--- config.mk ---
export PLATFORM = sky130hd
export DESIGN_NAME = wb_queue
export DESIGN_NICKNAME = d
export VERILOG_FILES = /design/src/rtl/wb_queue.sv
export SDC_FILE = /design/constraint.sdc
export NUM_CORES = 1
export LEC_CHECK = 0
export ABC_AREA = 0
export BUFFER_PORTS_ARGS = -buffer_cell sky130_fd_sc_hd__clkbuf_2
export CORE_UTILIZATION = 55
export CTS_CLUSTER_DIAMETER = 100
export DETAILED_ROUTE_END_ITERATION = 6
export PLACE_DENSITY = 0.81
export SYNTH_ARGS = -nofsm -noshare
export SYNTH_HDL_FRONTEND = slang
export SYNTH_SLANG_ARGS = --single-unit
--- constraint.sdc ---
create_clock -name clk -period 6.7 [get_ports clk]
set_clock_uncertainty 0.15 [all_clocks]
set_input_delay 1.34 -clock clk [delete_from_list [all_inputs] [get_ports clk]]
set_output_delay 1.34 -clock clk [all_outputs]
set_load 0.05 [all_outputs]
--- src/rtl/wb_queue.sv ---
// In-order writeback FIFO feeding the register file write port.
// Define WBQ_FWD_EN to add the fwd_addr/fwd_hit/fwd_data lookup port.
module wb_queue #(
  parameter int DEPTH = 4,
  parameter int AW    = 5,
  parameter int DW    = 32
) (
  input  logic                 clk,
  input  logic                 rst,
  input  logic                 in_valid,
  output logic                 in_ready,
  input  logic [AW-1:0]        in_addr,
  input  logic [DW-1:0]        in_data,
  input  logic                 drain_en,
  output logic                 cnt,
  output logic [AW-1:0]        wta,
  output logic [DW-1:0]        wtd,
`ifdef WBQ_FWD_EN
  input  logic [AW-1:0]        fwd_addr,
  output logic                 fwd_hit,
  output logic [DW-1:0]        fwd_data,
`endif
  output logic [(1<<AW)-1:0]   pending
);

  localparam int IW = $clog2(DEPTH);
  localparam int PW = IW + 1;

  logic [PW-1:0] rd_q, rd_d;
  logic [PW-1:0] wr_q, wr_d;
  logic [PW-1:0] used;
  logic [AW-1:0] addr_q [DEPTH];
  logic [AW-1:0] addr_d [DEPTH];
  logic [DW-1:0] data_q [DEPTH];
  logic [DW-1:0] data_d [DEPTH];
  logic          cnt_q, cnt_d;
  logic [AW-1:0] wta_q, wta_d;
  logic [DW-1:0] wtd_q, wtd_d;
  logic [DEPTH-1:0] live;
  logic          empty, full;
  logic          enq, deq;

  assign empty = (rd_q == wr_q);
  assign full  = (rd_q[IW-1:0] == wr_q[IW-1:0])
              && (rd_q[IW] != wr_q[IW]);
  assign in_ready = !full && !rst;
  // x0 writes complete the handshake but are dropped
  assign enq  = in_valid && in_ready && (in_addr != '0);
  assign deq  = drain_en && !empty;
  assign used = wr_q - rd_q;

  assign cnt = cnt_q;
  assign wta = wta_q;
  assign wtd = wtd_q;

  always_comb begin
    logic [IW-1:0] off;
    live = '0;
    for (int i = 0; i < DEPTH; i++) begin
      off = IW'(i) - rd_q[IW-1:0];
      live[i] = ({1'b0, off} < used);
    end
  end

  always_comb begin
    pending = '0;
    for (int i = 0; i < DEPTH; i++) begin
      if (live[i]) pending[addr_q[i]] = 1'b1;
    end
    pending[0] = 1'b0;
  end

`ifdef WBQ_FWD_EN
  // walk oldest to newest so the newest match wins
  always_comb begin
    logic [IW-1:0] slot;
    fwd_hit  = 1'b0;
    fwd_data = '0;
    for (int k = 0; k < DEPTH; k++) begin
      slot = rd_q[IW-1:0] + IW'(k);
      if ((PW'(k) < used) && (fwd_addr != '0)
          && (addr_q[slot] == fwd_addr)) begin
        fwd_hit  = 1'b1;
        fwd_data = data_q[slot];
      end
    end
  end
`endif

  always_comb begin
    rd_d   = rd_q;
    wr_d   = wr_q;
    addr_d = addr_q;
    data_d = data_q;
    cnt_d  = 1'b0;
    wta_d  = wta_q;
    wtd_d  = wtd_q;
    if (enq) begin
      addr_d[wr_q[IW-1:0]] = in_addr;
      data_d[wr_q[IW-1:0]] = in_data;
      wr_d = wr_q + PW'(1);
    end
    if (deq) begin
      cnt_d = 1'b1;
      wta_d = addr_q[rd_q[IW-1:0]];
      wtd_d = data_q[rd_q[IW-1:0]];
      rd_d  = rd_q + PW'(1);
    end
  end

  always_ff @(posedge clk) begin
    if (rst) begin
      rd_q  <= '0;
      wr_q  <= '0;
      cnt_q <= 1'b0;
      wta_q <= '0;
      wtd_q <= '0;
      for (int i = 0; i < DEPTH; i++) begin
        addr_q[i] <= '0;
        data_q[i] <= '0;
      end
    end else begin
      rd_q   <= rd_d;
      wr_q   <= wr_d;
      cnt_q  <= cnt_d;
      wta_q  <= wta_d;
      wtd_q  <= wtd_d;
      addr_q <= addr_d;
      data_q <= data_d;
    end
  end

endmodule

Word level (Yosys, flattened, before mapping)
Index checks and enable logic that the tools add are counted.
Widths: inputs -> output; s select.
Word-level totals
  bits in registers: 192
  bits of input ports: 41
Operators by class
  add/sub/neg operators: 7
  magnitude comparators: 15
  equality and inequality tests: 3
  mux-type cells: 25
  bitwise logic cells: 5
  reductions and logical operators: 14
Operators by type and width (number)
  $mux 32: 7
  $bwmux 128: 1
  $or 32x32->32: 3
  $bmux 32 s2: 1
  $demux 32 s2: 1
  $lt 5x6->1 const B: 4
  $bwmux 20: 1
  $demux 1 s5: 4
  $ge 5x1->1 const B: 4
  $mux 5: 3
  $lt 2x3->1: 4
  $bmux 5 s2: 1
  $demux 5 s2: 1
  $logic_and 1x1->1: 10
  $add 3x1->3 const B: 2
  $ge 3x3->1 const B: 2
  $not 2->3: 2
  $mux 1: 5
  $reduce_bool 5->1: 1
  $sub 1x2->2 const A: 2
  $sub 2x2->2 const A: 2
  $eq 3x3->1: 1
  $logic_not 1->1: 3
  $lt 3x1->1 const B: 1
  3 further kinds: 3

Longest topological paths before layout
  depth in word-level cells: 11
  mapped depth: 12

Worst setup path before layout
OpenSTA, ideal clock, no wires.
  path type: register to output
  from: reg rd_q[1]
  to: out pending[26]
  arrival: 3.831 ns
  slack: 1.379 ns
  stages on the path, launching flop included: 12
  buffers on the path: 2
  cells stage by stage: dfxtp_1 -> clkbuf_1 -> buf_1 -> inv_1 -> fa_1 -> inv_1 -> ha_1 -> nor2b_1 -> o21ai_1 -> nor2b_1 -> nand2_1 -> o21ai_0
On the way
  word-level cells in the longest chain between the ends: 9
  elaborated cells between the ends (all ways): 16
  classes of those cells: add/sub (5); order compare (4); mux (4); bitwise (3)
RTL lines
  start: declaration: RTL line 29  | logic [PW-1:0] rd_q, rd_d;
  start signal: assignment: RTL line 123  | rd_q <= rd_d;
  $sub 3x3->3 or $sub 1x2->2 (tied branches): RTL line 50, 60
  $lt 2x3->1: RTL line 61  | live[i] = ({1'b0, off} < used);
  $mux 32: RTL line 68  | if (live[i]) pending[addr_q[i]] = 1'b1;
  $or 32x32->32 (no source line)
  $mux 32: RTL line 68
  $or 32x32->32 (no source line)
  $mux 32: RTL line 68
  $or 32x32->32 (no source line)
  $mux 32 (*): RTL line 68
  end: declaration: RTL line 23  | output logic [(1<<AW)-1:0] pending
Mark *: on every way between the ends. The rest lies on a longest branch, timed or not.

Final worst setup path
  from: reg rd_q[1]
  to: out pending[28]
Same word-level chain as after synthesis.

==> results.json <==
{
  "drt_first_pass_iters": 6,
  "gr-usage-all-layers_pct": 28.14,
  "cp-end-kind": "output pin",
  "clock_sinks": 192,
  "syn_avg_cell_area_um2": 8.262,
  "rsz0062_at_grt": "false",
  "p_int_mw": 1.905,
  "synth-edff-count": 0,
  "dp_hpwl_mm": 14.19,
  "grt_max_degree": 105,
  "power_density_mw_per_mm2": 267.3,
  "worst_slew_pin_slew_ps": 1120,
  "fillers": 1376,
  "yosys_warnings": 0,
  "drt-total-wl_mm": 23.18,
  "postRouteAntennaNets": 0,
  "switchingPower_mw": 0.7830,
  "final_nets": 1198,
  "die_area_mm2": 0.01683,
  "fmax_mhz": 166.4,
  "rows": 46,
  "synthFlopType": "dfxtp_1",
  "remaining_drc_errors": 0,
  "grt_pass1_wl_mm": 36.93,
  "report.final.slew_viol_count": 0,
  "critPathBufInv": 3,
  "max-vdd-ir-drop_v": 0.0001895,
  "post_cts_resized": 0,
  "ioPinCount": 112,
  "cp-start-kind": "flop",
  "p_leak_nw": 3.469,
  "ys_seq_area_share_pct": 42.84,
  "synthesis.nets": 1140,
  "wire_per_inst_um": 16.88,
  "fin_tns_setup_ps": 0,
  "antenna_found_initial": 0,
  "cts_setup_buffers": 0,
  "drt_iter0_drc": 794,
  "hold_buffers": 0,
  "initial_core_util_pct": 56.48,
  "drive_above_1_share_pct": 17.72,
  "setup_viol": 0,
  "detailed_place.area_mm2": 0.009459,
  "finalCritPeriodShare_pct": 89.70,
  "path_max_fanout": 41,
  "min_period_ps": 6010,
  "worstSetupPathType": "reg -> out",
  "ys_types": 48,
  "ys_ff_latch": 192,
  "timing.slew.headroom_pct": 25.08,
  "switching_share_pct": 29.13,
  "power_frac_comb_pct": 17.2,
  "cpLargestDelayFamily": "flip-flops",
  "hold_class": "reg -> reg",
  "finalPower_mw": 2.688,
  "clk_pin_slew_ps": 70,
  "async_flop_share_pct": 0,
  "cts_buffer_depth": 2,
  "seq_power_share_pct": 44.8,
  "worst_hold_slack_ps": 302.4,
  "area_delta_synth_final_pct": 12.09,
  "netlist_area_mm2": 0.008972,
  "max_stage_delay_ps": 1060,
  "insertion_delay_ps": 430,
  "place_congestion": 0.9025,
  "cts_made_buffers": 17,
  "syn_inst": 1086,
  "die_y_um": 129.7,
  "grt_pass1_vias": 7431,
  "grt_overflow": 0,
  "final_area_mm2": 0.01006,
  "arrival_ps": 4520,
  "slowest_stage": "dfxtp_2",
  "via_per_inst": 5.830,
  "die_x_um": 129.7,
  "core_area_mm2": 0.01589,
  "maxCapViolCount": 0,
  "cts_tree": "built",
  "cp_common_cell": "inv_1",
  "status": "finished, final reports clean",
  "diodes": 0,
  "portBuffers": 110,
  "hold_viol": 0,
  "cts_htree_levels": 4,
  "clkPwrFrac_pct": 38.0,
  "crit_required_ps": 5210,
  "cts-root-buf": "clkbuf_16",
  "vias": 8005,
  "path_cells": "inv_1, fa_1, inv_1, ha_1, nor2_1, o21a_2, nor3_1, a22oi_1, o211ai_1, clkbuf_2"
}
==> power by group through the flow <==
stage / Sequential, mW / Clock, mW / Combinational, mW
after floorplan: 1.24 / 0 / 0.330
after global placement: 1.23 / 0 / 0.451
after detailed placement: 1.23 / 0 / 0.460
after CTS: 1.20 / 1.03 / 0.463
after global routing: 1.21 / 1.08 / 0.503
final: 1.20 / 1.02 / 0.463
==> cells by family (layout without fill, tap and decap cells) <==
kind of cell / count (synthesis) / count (layout) / share of synthesized area (%)
and+or+nand+nor: 486 / 486 / 23.41
muxes: 37 / 37 / 9.287
adders and majority gates: 13 / 13 / 1.896
buffers and inverters: 96 / 167 / 5.592
AOI/OAI and AO/OA: 255 / 255 / 16.18
other: 1 / 1 / 0.04180
xor gates and xnor gates: 6 / 6 / 0.7531
DFF: 192 / 192 / 42.84
==> layout make-up <==
cell class / count / area [µm²] / share of cell area, %
Multi-Input combinational cell: 798 / 4648 / 46.22
Sequential cell: 192 / 3849 / 38.27
Timing Repair Buffer: 121 / 639.4 / 6.357
Clock buffer: 23 / 478.0 / 4.752
Tap cell: 216 / 270.3 / 2.687
Clock inverter: 9 / 120.1 / 1.194
Inverter: 14 / 52.55 / 0.5225
==> placed cells by master, fill, tap and decap left out, drive strengths merged, types with 2 or more instances in the layout <==
master,count
nand2,407
dfxtp,192
a21oi,187
clkbuf,132
mux4,37
a22oi,27
o211ai,21
inv,18
nor2,17
nor3b,15
ha,12
buf,12
nand3b,9
nor3,9
o221ai,7
nor2b,5
or3,5
and3,4
o21ai,4
o21a,4
nand3,3
and3b,3
xnor2,3
clkinv,3
xor2,2
or3b,2
bufinv,2
nor4,2
or4,2
==> worst paths after layout <==
path         slack (ps)  cells after the start        from          end
max                 690                     10     rd_q[1]  pending[28]
min                 300                      2  data_q[44]   data_q[44]
max reg2reg        2750                      9     rd_q[1]      wr_q[2]
min reg2reg         300                      2  data_q[44]   data_q[44]
==> registers in the layout, indices dropped and copies added, names as in the netlist <==
register  cells
addr_q       20
rd_q          3
wtd          32
wta           5
wr_q          3
data_q      128
cnt           1
==> per-stage QoR <==
stage	setup slack, ps	std cells	utilization [%]
final	690.1	1373	63.31
after global routing	525.8	1373	63.31
after CTS	735.5	1373	63.31
after detailed placement	1235	1341	59.55
after global placement	1329	1341	59.55
after floorplan	1379	1086	-
==> synth_stat cells (2+ instances only) <==
cell type / number / share of area [%]
nand2_1: 407 / 17
a21oi_1: 187 / 10
nor2_1: 16 / 0.67
xnor2_1: 3 / 0.29
xor2_1: 2 / 0.20
buf_2: 8 / 0.45
dfxtp_1: 192 / 43
or3b_2: 2 / 0.20
buf_6: 17 / 2.1
nand3_1: 3 / 0.17
or3_1: 5 / 0.35
nand3b_1: 9 / 0.75
inv_1: 14 / 0.59
nor2b_1: 5 / 0.35
clkbuf_1: 55 / 2.3
nor3_1: 6 / 0.33
o21ai_1: 2 / 0.11
and3_1: 4 / 0.28
nor3b_1: 10 / 0.84
ha_1: 12 / 1.7
o21ai_0: 2 / 0.11
a22oi_1: 27 / 2.3
mux4_2: 37 / 9.3
o21a_1: 3 / 0.25
and3b_1: 3 / 0.29
o211ai_1: 21 / 1.8
o221ai_1: 7 / 0.68
nor3_4: 3 / 0.54
nor3b_2: 5 / 0.70
==> layer usage <==
layer / part of all wire, % / vias up / global-route usage [%]
li1: - / 3830 / -
met2: 48 / 361 / 45.17
met5: 0 / - / 0
met3: 7.3 / 62 / 4.756
met1: 42 / 3752 / 38.20
met4: 2.2 / 0 / 10.60
==> worst register-to-register path: cells and delay by family, from the launching register on <==
family	cells	cell delay [ps]
adder cells (fa/ha/maj)	1	380
flip-flops	1	1060
buffers and inverters	3	930
AND/OR/NAND/NOR	4	1130
XOR/XNOR	1	180
(Power assumes the default switching activity.)
